## src/rtl/cpu_controller.sv

```systemverilog
// Multicycle control FSM for the 16-bit datapath: fetch, decode, execute, PC increment.
// Optional halt state on IR == 16'hFFFF is built when CPU_CONTROLLER_HALT_EN is defined.
module cpu_controller #(
    parameter int unsigned REG_WIDTH     = 16,
    parameter int unsigned REG_ADDR_BITS = 3,
    parameter logic [3:0]  ADD_OPEXT     = 4'h5,
    parameter logic [3:0]  CMP_OPEXT     = 4'hB
) (
    input  logic                     clk,
    input  logic                     reset,
    input  logic [REG_WIDTH-1:0]     instr,
    input  logic                     instrReady,
    output logic                     memRead,
    output logic                     srcAddressRegEnable,
    output logic                     dstAddressRegEnable,
    output logic                     immediateRegEnable,
    output logic                     regWriteEnable,
    output logic                     aluOutputRegEnable,
    output logic                     pcEnable,
    output logic                     aluInputAMuxSelect,
    output logic                     aluInputBMuxSelect,
    output logic [3:0]               aluOpCode,
    output logic                     instrType,
    output logic [REG_ADDR_BITS-1:0] regAddressA,
    output logic [REG_ADDR_BITS-1:0] regAddressB,
    output logic [REG_WIDTH-1:0]     immediate,
    output logic                     halted,
    output logic [15:0]              retiredCount
);

    typedef enum logic [2:0] {
        StReset,
        StFetch,
        StDecode,
        StExecute,
        StPcLoad,
        StPcInc,
        StHalt
    } state_e;

    state_e                 state_q, state_d;
    logic [REG_WIDTH-1:0]   ir_q, ir_d;
    logic [15:0]            retired_q, retired_d;

    logic [3:0]             op, opext;
    logic                   is_rtype, is_cmp, halt_instr;
    logic [3:0]             dec_aluop;
    logic [REG_WIDTH-1:0]   dec_imm;
    logic                   unused_ir;

    assign op        = ir_q[15:12];
    assign opext     = ir_q[7:4];
    assign is_rtype  = (op == 4'h0);
    assign dec_aluop = is_rtype ? opext : op;
    assign dec_imm   = is_rtype ? '0 : {{(REG_WIDTH-8){ir_q[7]}}, ir_q[7:0]};
    assign is_cmp    = is_rtype ? (opext == CMP_OPEXT) : (op == CMP_OPEXT);
    assign unused_ir = ^ir_q;

`ifdef CPU_CONTROLLER_HALT_EN
    assign halt_instr = (ir_q == '1);
`else
    assign halt_instr = 1'b0;
`endif

    always_ff @(posedge clk or negedge reset) begin
        if (!reset) begin
            state_q   <= StReset;
            ir_q      <= '0;
            retired_q <= '0;
        end else begin
            state_q   <= state_d;
            ir_q      <= ir_d;
            retired_q <= retired_d;
        end
    end

    assign retiredCount = retired_q;

    always_comb begin
        state_d             = state_q;
        ir_d                = ir_q;
        retired_d           = retired_q;
        memRead             = 1'b0;
        srcAddressRegEnable = 1'b0;
        dstAddressRegEnable = 1'b0;
        immediateRegEnable  = 1'b0;
        regWriteEnable      = 1'b0;
        aluOutputRegEnable  = 1'b0;
        pcEnable            = 1'b0;
        aluInputAMuxSelect  = 1'b0;
        aluInputBMuxSelect  = 1'b0;
        aluOpCode           = 4'h0;
        instrType           = 1'b0;
        regAddressA         = '0;
        regAddressB         = '0;
        immediate           = '0;
        halted              = 1'b0;

        case (state_q)
            StReset: state_d = StFetch;
            StFetch: begin
                memRead = 1'b1;
                if (instrReady) begin
                    ir_d    = instr;
                    state_d = StDecode;
                end
            end
            StDecode: begin
                regAddressA         = ir_q[REG_ADDR_BITS-1:0];
                regAddressB         = ir_q[8 +: REG_ADDR_BITS];
                srcAddressRegEnable = 1'b1;
                dstAddressRegEnable = 1'b1;
                immediateRegEnable  = 1'b1;
                immediate           = dec_imm;
                state_d             = halt_instr ? StHalt : StExecute;
            end
            StExecute: begin
                regAddressA        = ir_q[REG_ADDR_BITS-1:0];
                regAddressB        = ir_q[8 +: REG_ADDR_BITS];
                aluInputBMuxSelect = ~is_rtype;
                aluOpCode          = dec_aluop;
                instrType          = ~is_rtype;
                aluOutputRegEnable = 1'b1;
                regWriteEnable     = ~is_cmp;
                state_d            = StPcLoad;
            end
            StPcLoad: begin
                immediate          = REG_WIDTH'(1);
                immediateRegEnable = 1'b1;
                state_d            = StPcInc;
            end
            StPcInc: begin
                // PC + 1 through the ALU using the immediate loaded in StPcLoad
                aluInputAMuxSelect = 1'b1;
                aluInputBMuxSelect = 1'b1;
                aluOpCode          = ADD_OPEXT;
                pcEnable           = 1'b1;
                retired_d          = retired_q + 16'd1;
                state_d            = StFetch;
            end
`ifdef CPU_CONTROLLER_HALT_EN
            StHalt: halted = 1'b1;
`endif
            default: state_d = StReset;
        endcase
    end

endmodule

```

## config.mk

```make
export PLATFORM = sky130hd
export DESIGN_NAME = cpu_controller
export DESIGN_NICKNAME = d
export VERILOG_FILES = /design/src/rtl/cpu_controller.sv
export SDC_FILE = /design/constraint.sdc
export NUM_CORES = 1
export LEC_CHECK = 0
export CAP_MARGIN = 20
export CORE_UTILIZATION = 34
export DETAILED_ROUTE_END_ITERATION = 8
export GPL_TIMING_DRIVEN = 0
export PLACE_DENSITY = 0.73
export SYNTH_ARGS = -nofsm -noshare
export SYNTH_HDL_FRONTEND = slang
export SYNTH_SLANG_ARGS = --single-unit
```

## constraint.sdc

```tcl
create_clock -name clk -period 2.24 [get_ports clk]
set_input_delay 0.448 -clock clk [delete_from_list [all_inputs] [get_ports clk]]
set_output_delay 0.448 -clock clk [all_outputs]
set_load 0.1 [all_outputs]
```

==> qor.txt, run 1 <==
Drt wl/cell: 13.4 um
Post-synthesis xor/xnor area fraction: 7.47%
Initial antenna violation count: 0
WP data required: 1.79 ns
Synth Register Bits: 34
Synth Area per Inst: 10.5 sq um
Final setup fails: 3
Register clock-pin slew on the reported worst setup and hold paths: 0.07 ns
Minimum clock period: 2.27 ns
Overflow after GRT: 0
Share of post-route cells with drive strength above 1: 42.0%
Post-synth top cells: 34 x dfrtp_1, 14 x and2_1, 13 x buf_4, 13 x nand2_1, 11 x mux2_1
Area contributors post-synth: dfrtp_1 48%, mux2_1 7.0%, buf_4 5.5%, and2_1 5.0%, xnor2_1 5.0%
CTS tree: done
Routed Antenna Nets: 0
Library cells used by synthesis: 33
Largest family of logic cells by synthesized area: simple AND/OR/NAND/NOR gates
Fraction of registers with async set/reset: 100%
GR Util All Layers: 16.8%
Pre-Repair DR Iteration Count: 3
Fin nets: 276
Most frequent cell after synthesis: dfrtp_1
Die ar.: 0.00547 sq mm
Post-Syn Area: 0.00176 sq mm
Fmax achieved: 0.440 GHz
Min-Delay Path Class: input port to asynchronous set/reset pin
Final worst-path cycle share: 101%
CTS H-tree depth: 2
Wirelength, routed: 4320 um
Final worst setup slack: -0.0305 ns
CTS Hold Bufs: 0
Post-Synth Adder-Cell Area: 0.711%
Ports: 72
Deepest clock path buffer count: 2
Post-synthesis mux area share: 8.32%
# port buffers: 69
Largest area contributor in the netlist: dfrtp_1
Largest net degree at the start of global routing: 35
Worst Clk Skew: 0.00742 ns
DR vias: 1506
Yosys top cell area share: 48.4%
Row count: 25
Post-Synth Simple-Gate Area: 22.5%
Clock sink count: 34
DR vias/cell: 4.68
Worst Path Arrival: 1.82 ns
Final Hold Fails: 0
Max_cap viols: 0
Gpl congestion: 0.837
Buffer type at the clock tree root: clkbuf_8
Vias in the first global route: 1449
Unrepaired setup endpoints after global routing: yes
Global-route wire length before repair: 7040 um
Max-slew violations: 0
Die Span X: 73.9 um
Compound-Gate Fraction of Synth Area: 4.84%
Fin cells: 322
Drt drc: 0
Final Instance Area: 0.00297 sq mm
Ys flop type: dfrtp_1
Sequential fraction of the synthesis area: 48.4%
Crit path kind: flop to primary output
Status: finished with violations
Antenna diode count: 0
Synthesis Warnings: 0
Die Ht: 73.9 um
Failing checks: negative setup slack
Dpl cell area: 0.00266 sq mm
TritonCTS Buffers: 5
Worst-Skew Late Latency: 0.28 ns
Post-Syn Nets: 187
Hpwl dp: 2950 um
CP endpoint kind: primary output
Worst relative slew slack: 35.3%
Fillers: 397
Drt initial violations: 27
Synthesis-to-layout area growth: 69.1%
Placed cells: 303
Cell count after synthesis: 167
Post-synth EDFFs: 0
Worst-path fanout max: 6
Total core area: 0.00485 sq mm
Worst-Margin Slew: 0.974 ns
Initial Util: 36.3%
Crit path launch type: flop
## worst paths after layout
path                                   from               end  cells past startpoint  slack (ns)
max in group asynchronous             reset          ir_q[12]                      1        1.47
min                                   reset          ir_q[15]                      1        0.23
max                                ir_q[15]     immediate[13]                      6       -0.03
min in group clk           retiredCount[15]  retiredCount[15]                      1        0.46
max reg2reg                      state_q[1]  retiredCount[13]                      5        0.55
min reg2reg                retiredCount[15]  retiredCount[15]                      1        0.46
## timing repair
action | 4_1_cts | 5_1_grt
gates resized for setup | 228 | 41
buffers inserted | 7 | 5
setup endpoints to repair | 51 | 31
endpoints found under the hold margin | 0 | 0
gates cloned | 1 | 0
pin swaps | 3 | 0
## cell type report
type	count	area (sq um)	area share (%)
Buffer	16	155	5.22
Multi-Input combinational cell	114	950	31.9
Timing Repair Buffer	81	833	28.0
Tap cell	67	83.8	2.82
Inverter	4	15.0	0.505
Sequential cell	34	855	28.7
Clock buffer	6	82.6	2.78
## sequential cells by signal, summed over array words and instances, names as in the netlist
register	count
retiredCount	16
ir_q	15
state_q	3
## layout by cell type, fill, tap and decap left out, types with 2 or more instances in the layout
cell	Yosys	routed
a21oi_1	5	2
a21oi_4	0	2
a31oi_1	3	3
and2_1	14	12
and2_4	0	2
and3_1	2	2
buf_12	0	8
buf_2	2	7
buf_4	13	23
buf_6	1	15
buf_8	0	5
clkbuf_8	0	6
clkdlybuf4s15_2	0	4
clkdlybuf4s18_2	0	2
clkdlybuf4s50_1	0	16
dfrtp_1	34	31
dfrtp_2	0	3
dlygate4sd2_1	0	15
inv_1	4	4
mux2_1	11	5
mux2_2	2	2
mux2_4	0	6
nand2_1	13	12
nand2b_1	5	3
nand2b_4	0	2
nand3_1	4	4
nand4_1	5	5
nor2_1	10	6
nor2_2	0	3
nor2b_1	4	3
nor3_4	1	2
o21ai_0	7	3
o21ai_2	0	2
o21ai_4	0	2
xnor2_1	10	10
xor2_1	5	5
## metrics by stage
stage / hold WS (ns) / setup TNS, ns / setup WS [ns] / utilization, %
finish: 0.235 / -0.0870 / -0.0305 / 61.3
global route: 0.292 / -0.487 / -0.105 / 61.3
CTS: 0.267 / 0 / 0.000440 / 57.9
detailed placement: 0.458 / -25.83 / -1.04 / 54.9
global placement: 0.457 / -28.48 / -1.05 / 55.0
floorplan: 0.152 / -1.61 / -0.235 / -
## cell families after synthesis
kind of cell               count (synthesis)
xor gates and xnor gates                  15
muxes                                     13
adders and majority gates                  1
DFF                                       34
and+or+nand+nor                           67
AOI/OAI and AO/OA                         16
buffers and inverters                     20
other                                      1
## per-layer routing
metal	vias up	routed length [um]	GRT usage (%)
met5	-	0	0
met3	7	312	6.23
li1	732	-	-
met1	710	1800	21.0
met4	0	65	3.85
met2	57	2140	27.8
## worst max-delay path, stage by stage (launching register included)
cell     delay (ns)
dfrtp_1        0.48
nor4_4         0.39
nor3_4         0.08
buf_4          0.14
and2_4         0.17
buf_6          0.12
buf_12         0.15
Power of run 1 is not shown: default switching activity piles up to over one toggle a cycle in this logic, so the estimate is an artifact.
==> inputs of run 2 (changes only) <==
--- a/config.mk
+++ b/config.mk
@@ -6,6 +6,7 @@
 export NUM_CORES = 1
 export LEC_CHECK = 0
 export CAP_MARGIN = 20
+export CORE_MARGIN = 2
 export CORE_UTILIZATION = 34
 export DETAILED_ROUTE_END_ITERATION = 8
 export GPL_TIMING_DRIVEN = 0
==> run 2 against run 1 <==
Effect of this change:
- the run now ends clean
- non-clock buffer count is 4 lower
- critical endpoint is now immediate[8]
- sequential cell count did not move
- highest routed layer unchanged
- count of clock-buffer cells in the layout unchanged
- critical path type unchanged
==> qor.txt, run 2 (synthesis results as in run 1) <==
Max reg flops: 16 (unchanged)
Crit path kind: flop to primary output
Initial antenna violation count: 0 (unchanged)
CTS H-tree depth: 2 (unchanged)
Antenna diode count: 0 (unchanged)
Max_cap viols: 0 (unchanged)
Drt wl/cell: 13.4 um (about the same)
Fin nets: 272 (-1.4%)
Cells along the critical path: buf_6, nand2b_4, nor3_4, buf_6, and2_4, buf_6, buf_12
Worst-Skew Late Latency: 0.29 ns (about the same)
Pre-Repair DR Iteration Count: 4 (+1)
Total core area: 0.00504 sq mm (+4.0%)
Most frequent cells in the layout: 30 x dfrtp_1, 21 x buf_6, 18 x buf_4
Final setup fails: 0 (-3)
Deepest clock path buffer count: 2 (unchanged)
Worst relative slew slack: 35.9% (+0.62 points)
Unrepaired setup endpoints after global routing: yes
Gpl congestion: 0.785 (-6.2%)
CP bufs+invs: 4 (+1)
Worst Path Arrival: 1.73 ns (-0.09 ns)
Drt initial violations: 25 (-7.4%)
Global-route wire length before repair: 7190 um (+2.1%)
Drt drc: 0 (unchanged)
Fmax achieved: 0.459 GHz (+4.2%)
Share of post-route cells with drive strength above 1: 41.1% (-0.85 points)
Worst Clk Skew: 0.00962 ns (+0.00221 ns)
DR vias/cell: 4.58 (-2.0%)
Die Ht: 75.9 um (+2.7%)
Die Span X: 75.9 um (+2.7%)
Worst-Margin Slew: 0.965 ns (-0.00940 ns)
# port buffers: 69 (unchanged)
Critical Path Max Stage Delay: 0.38 ns (-0.10 ns)
Layout Utilization: 59.1% (-2.3 points)
TritonCTS Buffers: 5 (unchanged)
Synthesis-to-layout area growth: 69.3%
Final Hold Fails: 0 (unchanged)
CTS tree: done
DR vias: 1480 (-1.7%)
Register clock-pin slew on the reported worst setup and hold paths: 0.07 ns (about the same)
Row count: 26 (+4.0%)
Largest net degree at the start of global routing: 35 (unchanged)
Ports: 72 (unchanged)
Delay-heaviest family, CP: simple AND/OR/NAND/NOR gates
Fin cells: 323 (+0.31%)
Overflow after GRT: 0 (unchanged)
Min-Delay Path Class: input port to asynchronous set/reset pin
Initial Util: 34.9% (-1.4 points)
Clock sink count: 34 (unchanged)
Worst-path fanout max: 6 (unchanged)
Vias in the first global route: 1509 (+4.1%)
Hpwl dp: 3020 um (+2.6%)
WP data required: 1.79 ns (about the same)
Final worst-path cycle share: 97.2% (-4.1 points)
Buffer type at the clock tree root: clkbuf_8
GR Util All Layers: 15.4% (-1.4 points)
Die ar.: 0.00577 sq mm (+5.5%)
Critical path's slowest cell: dfrtp_1
Commonest non-fill, non-tap cell in the layout: dfrtp_1
Placed cells: 306 (+0.99%)
Minimum clock period: 2.18 ns (-0.0922 ns)
Wirelength, routed: 4330 um (+0.30%)
Max-slew violations: 0 (unchanged)
CP endpoint kind: primary output
Routed Antenna Nets: 0 (unchanged)
Crit-path most repeated cell: buf_6
Status: complete, no violations
Crit path launch type: flop
run 2: changes by cell type in the layout (fill, tap and decap cells not counted), moves of 2 or more:
cell,delta
buf_6,+6
clkdlybuf4s18_2,-2
clkdlybuf4s15_2,+5
buf_4,-5
buf_2,-3
buf_8,-4
run 2: final cells by class:
cell class              instances  area [sq um]
inverters                       4          15.0
multi-input cells             114           942
well taps                      70          87.6
flip-flops and latches         34           856
plain buffers                  16           166
fillers                       441          2060
clock buffers                   6          72.6
repair buffers                 77           802
clock inverters                 2          37.5
run 2: path summary, 6_finish.rpt:
check	from	endpoint	slack, ns	cells after the start
worst min-delay path	reset	retiredCount[3]	0.22	1
max in group asynchronous	reset	ir_q[15]	1.48	1
worst min register to register	retiredCount[15]	retiredCount[15]	0.46	1
worst max-delay path	state_q[2]	immediate[8]	0.06	7
worst max register to register	state_q[2]	retiredCount[15]	0.52	7
min in group clk	retiredCount[15]	retiredCount[15]	0.46	1
run 2: stage by stage:
step | setup WS [ns] | hold slack, ns | area, sq um | setup TNS [ns]
floorplan | -0.235 | 0.152 | 1890 | -1.61
global placement | -1.07 | 0.459 | 2670 | -28.16
detailed placement | -1.06 | 0.457 | 2670 | -27.45
CTS | -0.00202 | 0.261 | 2900 | -0.00202
global route | -0.0249 | 0.284 | 2980 | -0.124
finish | 0.0617 | 0.222 | 2980 | 0
run 2: repair_timing:
| item | 4_1_cts | 5_1_grt |
|---|---|---|
| endpoints found under the setup margin | 52 | 22 |
| hold buffers | 0 | 0 |
| setup buffers | 5 | 3 |
| pin swaps | 2 | 2 |
| cloned | 1 | 0 |
| resized for setup | 245 | 14 |
run 2: per-layer routing:
metal  track usage, %  vias to the layer above  part of all wire [%]
li1                 -                      719                     -
met1             17.8                      690                    40
met2             25.4                       62                    48
met3             7.38                        9                    11
met4             4.91                        0                   1.6
met5                0                        -                     0
Power of run 2 is left out for the same reason.
